## src/rtl/weight_tile_loader_if.sv

```systemverilog
// weight_tile_loader_if: start/dims, weight-memory read port and tile handshake of the loader
interface weight_tile_loader_if #(
    parameter int DATA_WIDTH = 8,
    parameter int TILE_SIZE  = 32,
    parameter int ADDR_WIDTH = 24
) ();
    logic                                       start;
    logic [ADDR_WIDTH-1:0]                      base_addr;
    logic [9:0]                                 rows;
    logic [9:0]                                 cols;
    logic                                       mem_en;
    logic [ADDR_WIDTH-1:0]                      mem_addr;
    logic signed [DATA_WIDTH-1:0]               mem_rdata;
    logic                                       w_valid;
    logic                                       w_ready;
    logic signed [0:TILE_SIZE-1][DATA_WIDTH-1:0] w_tile_row_out;
    logic                                       busy;
    logic                                       done;
    modport master (
        input  start, base_addr, rows, cols, mem_rdata, w_ready,
        output mem_en, mem_addr, w_valid, w_tile_row_out, busy, done
    );
    modport slave (
        output start, base_addr, rows, cols, mem_rdata, w_ready,
        input  mem_en, mem_addr, w_valid, w_tile_row_out, busy, done
    );
endinterface

```

## src/rtl/weight_tile_loader.sv

```systemverilog
// weight_tile_loader: streams a row-major weight matrix from memory as zero-padded tiles through a 2-deep buffer FIFO
module weight_tile_loader #(
    parameter int DATA_WIDTH = 8,
    parameter int TILE_SIZE  = 32,
    parameter int ADDR_WIDTH = 24
) (
    input logic clk,
    input logic rst,
    weight_tile_loader_if.master bus
);
    localparam int LW = TILE_SIZE > 1 ? $clog2(TILE_SIZE) : 1;
    typedef enum logic [1:0] {IDLE, FETCH, STALL, DRAIN} state_t;
    state_t                state_q, state_d;
    logic [ADDR_WIDTH-1:0] addr_q, addr_d;
    logic [9:0]            rows_q, rows_d, cols_q, cols_d, row_q, row_d, col_q, col_d;
    logic [LW-1:0]         lane_q, lane_d, pend_lane_q, pend_lane_d;
    logic                  wr_q, wr_d, rd_q, rd_d;
    logic                  pend_q, pend_d, pend_buf_q, pend_buf_d, pend_last_q, pend_last_d;
    logic                  done_q, done_d;
    logic [1:0]            full_q, full_d;
    logic [DATA_WIDTH-1:0] buf_q [2][TILE_SIZE];
    logic [DATA_WIDTH-1:0] buf_d [2][TILE_SIZE];
    logic                  xfer, blocked, issue, last_col, last_row, tile_end, frees_wr;
    always_comb begin
        xfer     = full_q[rd_q] && bus.w_ready;
        blocked  = lane_q == '0 && full_q[wr_q];
        frees_wr = xfer && rd_q == wr_q;
        issue    = state_q == FETCH && !blocked;
        last_col = col_q == cols_q - 10'd1;
        last_row = row_q == rows_q - 10'd1;
        tile_end = last_col || lane_q == LW'(TILE_SIZE - 1);
        state_d     = state_q;
        addr_d      = addr_q;
        rows_d      = rows_q;
        cols_d      = cols_q;
        row_d       = row_q;
        col_d       = col_q;
        lane_d      = lane_q;
        wr_d        = wr_q;
        rd_d        = rd_q;
        full_d      = full_q;
        done_d      = 1'b0;
        pend_d      = issue;
        pend_buf_d  = wr_q;
        pend_lane_d = lane_q;
        pend_last_d = tile_end;
        buf_d       = buf_q;
        // a fresh tile starts from all-zero lanes so padding needs no reads
        if (issue && lane_q == '0)
            for (int i = 0; i < TILE_SIZE; i++) buf_d[wr_q][i] = '0;
        if (pend_q) begin
            buf_d[pend_buf_q][pend_lane_q] = bus.mem_rdata;
            if (pend_last_q) full_d[pend_buf_q] = 1'b1;
        end
        if (xfer) begin
            full_d[rd_q] = 1'b0;
            rd_d         = !rd_q;
        end
        if (issue) begin
            addr_d = addr_q + 1'b1;
            lane_d = tile_end ? '0 : lane_q + 1'b1;
            col_d  = last_col ? '0 : col_q + 10'd1;
            row_d  = last_col ? row_q + 10'd1 : row_q;
            wr_d   = tile_end ? !wr_q : wr_q;
        end
        case (state_q)
            IDLE: if (bus.start) begin
                if (bus.rows == '0 || bus.cols == '0) done_d = 1'b1;
                else begin
                    state_d = FETCH;
                    addr_d  = bus.base_addr;
                    rows_d  = bus.rows;
                    cols_d  = bus.cols;
                    row_d   = '0;
                    col_d   = '0;
                    lane_d  = '0;
                end
            end
            FETCH: state_d = issue && last_col && last_row ? DRAIN :
                             blocked && !frees_wr ? STALL : FETCH;
            STALL: state_d = !full_q[wr_q] || frees_wr ? FETCH : STALL;
            DRAIN: if (xfer && !pend_q && !full_q[!rd_q]) begin
                state_d = IDLE;
                done_d  = 1'b1;
            end
        endcase
    end
    always_comb begin
        bus.mem_en   = issue;
        bus.mem_addr = addr_q;
        bus.w_valid  = full_q[rd_q];
        bus.busy     = state_q != IDLE;
        bus.done     = done_q;
        for (int i = 0; i < TILE_SIZE; i++) bus.w_tile_row_out[i] = buf_q[rd_q][i];
    end
    always_ff @(posedge clk) begin
        buf_q       <= buf_d;
        addr_q      <= addr_d;
        rows_q      <= rows_d;
        cols_q      <= cols_d;
        row_q       <= row_d;
        col_q       <= col_d;
        lane_q      <= lane_d;
        pend_buf_q  <= pend_buf_d;
        pend_lane_q <= pend_lane_d;
        pend_last_q <= pend_last_d;
        if (rst) begin
            state_q <= IDLE;
            full_q  <= '0;
            pend_q  <= 1'b0;
            done_q  <= 1'b0;
            wr_q    <= 1'b0;
            rd_q    <= 1'b0;
        end else begin
            state_q <= state_d;
            full_q  <= full_d;
            pend_q  <= pend_d;
            done_q  <= done_d;
            wr_q    <= wr_d;
            rd_q    <= rd_d;
        end
    end
endmodule

```

## src/flat_wrapper.sv

```systemverilog
// flat-port wrapper written by rule: the top's interface ports become plain ports
module weight_tile_loader_flat 
#(
    parameter int DATA_WIDTH = 8,
    parameter int TILE_SIZE  = 32,
    parameter int ADDR_WIDTH = 24
)
  (clk, rst, bus_start, bus_base_addr, bus_rows, bus_cols, bus_mem_rdata, bus_w_ready, bus_mem_en, bus_mem_addr, bus_w_valid, bus_w_tile_row_out, bus_busy, bus_done);
  weight_tile_loader_if #(.DATA_WIDTH(DATA_WIDTH), .TILE_SIZE(TILE_SIZE), .ADDR_WIDTH(ADDR_WIDTH)) bus_i ();
  input logic clk;
  input logic rst;
  input wire logic [$bits(bus_i.start)-1:0] bus_start;
  input wire logic [$bits(bus_i.base_addr)-1:0] bus_base_addr;
  input wire logic [$bits(bus_i.rows)-1:0] bus_rows;
  input wire logic [$bits(bus_i.cols)-1:0] bus_cols;
  input wire logic [$bits(bus_i.mem_rdata)-1:0] bus_mem_rdata;
  input wire logic [$bits(bus_i.w_ready)-1:0] bus_w_ready;
  output wire logic [$bits(bus_i.mem_en)-1:0] bus_mem_en;
  output wire logic [$bits(bus_i.mem_addr)-1:0] bus_mem_addr;
  output wire logic [$bits(bus_i.w_valid)-1:0] bus_w_valid;
  output wire logic [$bits(bus_i.w_tile_row_out)-1:0] bus_w_tile_row_out;
  output wire logic [$bits(bus_i.busy)-1:0] bus_busy;
  output wire logic [$bits(bus_i.done)-1:0] bus_done;
  assign bus_i.start = bus_start;
  assign bus_i.base_addr = bus_base_addr;
  assign bus_i.rows = bus_rows;
  assign bus_i.cols = bus_cols;
  assign bus_i.mem_rdata = bus_mem_rdata;
  assign bus_i.w_ready = bus_w_ready;
  assign bus_mem_en = bus_i.mem_en;
  assign bus_mem_addr = bus_i.mem_addr;
  assign bus_w_valid = bus_i.w_valid;
  assign bus_w_tile_row_out = bus_i.w_tile_row_out;
  assign bus_busy = bus_i.busy;
  assign bus_done = bus_i.done;
  weight_tile_loader #(.DATA_WIDTH(DATA_WIDTH), .TILE_SIZE(TILE_SIZE), .ADDR_WIDTH(ADDR_WIDTH)) u_core (.clk(clk), .rst(rst), .bus(bus_i));
endmodule
```

## config.mk

```make
export PLATFORM = sky130hd
export DESIGN_NAME = weight_tile_loader_flat
export DESIGN_NICKNAME = d
export VERILOG_FILES = /design/src/rtl/weight_tile_loader_if.sv /design/src/rtl/weight_tile_loader.sv /design/src/flat_wrapper.sv
export SDC_FILE = /design/constraint.sdc
export NUM_CORES = 1
export LEC_CHECK = 0
export ABC_AREA = 1
export CAP_MARGIN = 20
export CORE_UTILIZATION = 35
export CTS_CLUSTER_SIZE = 14
export DETAILED_ROUTE_END_ITERATION = 8
export SYNTH_ARGS = -nofsm -noshare
export SYNTH_HDL_FRONTEND = slang
export SYNTH_SLANG_ARGS = --single-unit
export TNS_END_PERCENT = 30
```

## constraint.sdc

```tcl
create_clock -name clk -period 6.9 [get_ports clk]
set_clock_uncertainty 0.2 [all_clocks]
set_input_delay 1.035 -clock clk [delete_from_list [all_inputs] [get_ports clk]]
set_output_delay 1.035 -clock clk [all_outputs]
set_load 0.01 [all_outputs]
```

* After elaboration in Yosys (flattened, before gate mapping)
Index checks and enable logic that the tools add are counted.
Word-level totals: bits in registers 596, input port bits 56, output and inout port bits 284, word-level logic and storage cells 330
Cells by class: add/sub/neg operators 6, $lt $le $gt $ge 13, equal/unequal tests 10, muxes and demuxes 117, bitwise gates (word level) 72, reductions and logical operators 33
Operators by type and width (number):
- $and A512 B512 Y512 | 32
- $not A512 Y512 | 32
- $demux W256 S1 | 33
- $mux W256 | 5
- $mux W512 | 2
- $bwmux W512 | 1
- $mux W248 | 1
- $mux W240 | 1
- $mux W232 | 1
- $mux W224 | 1
- $mux W216 | 1
- $mux W208 | 1
- $mux W200 | 1
- $mux W192 | 1
- $mux W184 | 1
- $mux W176 | 1
- $mux W168 | 1
- $mux W160 | 1
- $mux W152 | 1
- $mux W144 | 1
- $mux W136 | 1
- $mux W128 | 1
- $mux W120 | 1
- $mux W24 | 5
- other kinds (53) | 124

* Logic depth before layout (Yosys ltp)
depth in word-level cells 41, depth in mapped cells 18, gate-level depth less buffers 18

* Worst setup path after synthesis
Ideal clock, no wire load.
kind input port to flip-flop, start point input bus_rows[2], end point register u_core.cols_q[0] (enable), library setup time 392 ps, arrival 2263 ps, data required time 6308 ps, slack 4045 ps, stages 5, buffers on the path 1, cell sequence nor4_1 nand3_1 nand2_1 nor2_2 clkbuf_1
Between the ends: word-level cells in the longest chain between the ends 4
Ends and longest elaborated chain:
- from (decl) | line flat_wrapper.sv:14 | input wire logic [$bits(bus_i.rows)-1:0] bus_rows;
- $logic_not A10 Y1 | line weight_tile_loader.sv:68 | if (bus.rows == '0 || bus.cols == '0) done_d = 1'b1;
- $logic_or A1 B1 Y1 | line weight_tile_loader.sv:68
- $not A1 Y1 (no line)
- $reduce_and A3 Y1 (no line)
- to (signal assigned) | line weight_tile_loader.sv:100 | cols_q <= cols_d;
- to (decl) | line weight_tile_loader.sv:15 | logic [9:0] rows_q, rows_d, cols_q, cols_d, row_q, row_d, col_q, col_d;
No other way between the ends. A chain may end at the register's enable or synchronous reset.

* Final worst setup path
start point register u_core.rd_q, end point output bus_w_tile_row_out[98]
Between the ends: word-level cells in the longest chain between the ends 4
Ends and longest elaborated chain:
- from (decl) | line weight_tile_loader.sv:17 | logic wr_q, wr_d, rd_q, rd_d;
- from (signal assigned) | line weight_tile_loader.sv:120 | rd_q <= rd_d;
- $not A1 Y2 (implied by the code) | line weight_tile_loader.sv:94 | for (int i = 0; i < TILE_SIZE; i++) bus.w_tile_row_out[i] = buf_q[rd_q][i];
- $mux W256 (3 in series)
- to (decl) | line flat_wrapper.sv:21 | output wire logic [$bits(bus_i.w_tile_row_out)-1:0] bus_w_tile_row_out;
No other way between the ends. The select of a mux whose other input is x is not followed.

==> flow_metrics.py <==
metrics = {
    "global_route": {
        "grt_pass1_wl_mm": 121,
        "track_usage_pct": 21.6,
        "grt_max_degree": 140,
        "overflow": 0,
        "antenna_found_initial": 0,
        "grt_pass1_vias": 20644,
    },
    "layout": {
        "drive_gt1_share_pct": 4.77,
        "final.fill_count": 7062,
        "fin_nets": 3622,
        "syn_to_final_growth_pct": 24.7,
        "ff_latch_area_sq_um": 12100,
        "multi_input_area_sq_um": 11100,
        "antenna_cells": 0,
    },
    "synthesis": {
        "synthTopCellsByCount": "nand2_1 (1002), nand3_1 (589), dfxtp_1 (576)",
        "netlist.top_cell.by_area": "dfxtp_1",
        "yosys-top-cells-area": "dfxtp_1 (47%), nand2_1 (15%), nand3_1 (12%)",
        "syn_inst": 3364,
        "yosys_warnings": 0,
        "synth_top_area_share_pct": 46.8,
        "yosysMostFrequentCell": "nand2_1",
        "synth_nets": 3432,
        "syn_avg_cell_area_sq_um": 7.32,
        "syn-cell-area_sq_um": 24600,
        "ys_async_sr_fraction_pct": 0,
        "synth-main-ff-cell": "dfxtp_1",
        "ys_seq_elements": 596,
        "seq_area_frac_synth_pct": 49.3,
        "ys_types": 42,
        "synth-edff-count": 20,
    },
    "power": {
        "p_sw_mw": 2.17,
        "p_leak_nw": 13.6,
        "p_int_mw": 6.22,
        "switching_share_pct": 25.8,
        "seqPwrFrac_pct": 44.6,
        "clock_power_share_pct": 43.8,
        "p_comb_share_pct": 11.6,
        "p_per_area_nw_per_um2": 273,
        "p_total_mw": 8.38,
        "vdd_drop_max_v": 0.000174,
    },
    "run_status": {
        "status": "complete, no violations",
    },
    "drt": {
        "routed_wl_mm": 78.6,
        "drc": 0,
        "drt_iter0_markers": 1409,
        "wl_per_cell_microns": 17.3,
        "antenna_left": 0,
        "via_per_inst": 4.94,
        "vias": 22385,
        "drt_pass1_iterations": 5,
    },
    "setup_path": {
        "criticalPathCategory": "reg2out",
        "crit_chain": "buf_4 -> buf_4 -> nand2_1 -> nand2_1 -> clkdlybuf4s50_1",
        "start_kind": "flop",
        "crit_family": "buffers and inverters",
        "reg2reg_slack_ps": 3110,
        "endpoint_kind": "output pin",
        "crit_arrival_ps": 3660,
        "path_buf_inv": 3,
        "crit_slowest_cell": "dfxtp_4",
        "max_stage_delay_ps": 920,
        "cp_max_fo": 72,
        "required_ps": 5660,
    },
    "sta": {
        "hold_violations": 0,
        "finalSetupViolations": 0,
        "drv_slew": 0,
        "period_needed_ps": 4890,
        "final.setup.tns_ps": 0,
        "final.period_utilization_pct": 70.9,
        "rsz0062_at_grt": "false",
        "worst_pin_slew_ps": 990,
        "slew_headroom_pct": 34.0,
        "fmax_mhz": 204,
    },
    "clock_tree": {
        "path_clk_slew_ps": 60,
        "cts_buffers": 67,
        "cts_root_buffer": "clkbuf_16",
        "tritoncts": "done",
        "hold_buffers": 0,
        "clkLatencyLatePin_ps": 600,
        "cts_sinks": 596,
        "ctsHtreeMaxLevel": 3,
        "clockBufferDepth": 3,
        "cts_resized": 0,
        "postCtsSetupRepairBufs": 0,
    },
    "placement": {
        "hpwl_mm": 48.9,
        "io_buffers": 339,
        "place_congestion": 0.814,
    },
    "floorplanning": {
        "initial_utilization_pct": 35.7,
        "die_h_microns": 267,
        "core.rowCount": 96,
        "io_pins": 340,
        "dieArea_sq_um": 71400,
        "die_x_microns": 267,
        "coreArea_sq_um": 69100,
    },
    "worst_hold_path": {
        "hold_path.class": "reg2reg",
    },
    "job": {
        "cap_violations": 0,
    },
}
==> final timing paths <==
check / startpoint / to / cells after the start
setup / recovery: u_core.rd_q / bus_w_tile_row_out[98] / 5
setup reg to reg: u_core.lane_q[0] / u_core.buf_q[141] / 12
hold reg to reg: u_core.lane_q[2] / u_core.pend_lane_q[2] / 0
hold / removal: u_core.lane_q[2] / u_core.pend_lane_q[2] / 0
==> state kept, by name, indices dropped and copies added (netlist names), 2 cells and up <==
| name | flops |
|---|---|
| u_core.rows_q | 10 |
| u_core.full_q | 2 |
| u_core.bus.mem_addr | 24 |
| u_core.pend_lane_q | 5 |
| u_core.lane_q | 5 |
| u_core.row_q | 10 |
| u_core.cols_q | 10 |
| u_core.col_q | 10 |
| u_core.buf_q | 512 |
| u_core.state_q | 2 |
==> worst reg2reg max path, stage by stage (launching register included) <==
cell     delay, ps
dfxtp_1        340
inv_1           80
ha_1           170
nand3_1        110
nor2_1         200
nor2_4         170
nand4_1        110
inv_1           90
nand2_4        340
buf_4          640
buf_4          920
nand3_1        190
o21ai_0        140
==> routing by layer <==
layer | track usage (%) | routed length [microns]
met4 | 6.29 | 1600
met1 | 29.4 | 36900
met3 | 3.53 | 4010
met5 | 0 | 0
met2 | 35.1 | 36100
==> cell usage in the layout, fill, tap and decap left out, types with 8 or more instances in the layout <==
cell,n
clkbuf_16,71
xnor2_1,14
nand2_1,1000
nor3_1,23
inv_2,10
dfxtp_1,575
clkbuf_8,17
clkdlybuf4s50_1,339
clkinv_2,10
buf_4,22
nor2_2,8
nand3_1,589
xor2_1,16
nand4_1,11
a21oi_1,24
clkbuf_1,12
ha_1,12
inv_1,106
nor4_1,8
nor2_1,106
o21ai_0,542
edfxtp_1,20
==> through the flow <==
| stage | setup WS [ps] | std cells | utilization [%] | hold WS, ps | instance area (sq um) |
|---|---|---|---|---|---|
| after floorplan | 4050 | 3364 | - | 165 | 24600 |
| after global placement | 2680 | 4416 | 41.2 | 185 | 28400 |
| after detailed placement | 2610 | 4416 | 41.2 | 186 | 28400 |
| after CTS | 1960 | 4534 | 44.5 | 193 | 30700 |
| after global routing | 1740 | 4534 | 44.5 | 207 | 30700 |
| final | 2010 | 4534 | 44.5 | 200 | 30700 |
==> area by class of cell <==
type	instances	share of cell area (%)
Sequential cell	596	39.5
Multi-Input combinational cell	2407	36.1
Timing Repair Buffer	362	11.6
Clock buffer	100	6.69
Tap cell	931	3.79
Inverter	120	1.50
Clock inverter	18	0.762
==> cell families after synthesis <==
family	share of synthesized area, %
simple gates	31.0
flops	49.3
compound gates	12.1
buf+inv	5.83
xor+xnor	1.07
fa+ha+maj	0.610
mux	0.163
==> power groups by stage <==
stage               Sequential, mW  Clock (mW)  Combinational (mW)
floorplan                     3.79           0               0.506
global placement              3.81           0               0.965
detailed placement            3.81           0               0.968
CTS                           3.74        3.75               0.976
global route                  3.76        3.89                1.07
finish                        3.74        3.68               0.969
No activity file was read; power rests on OpenSTA's default activity.
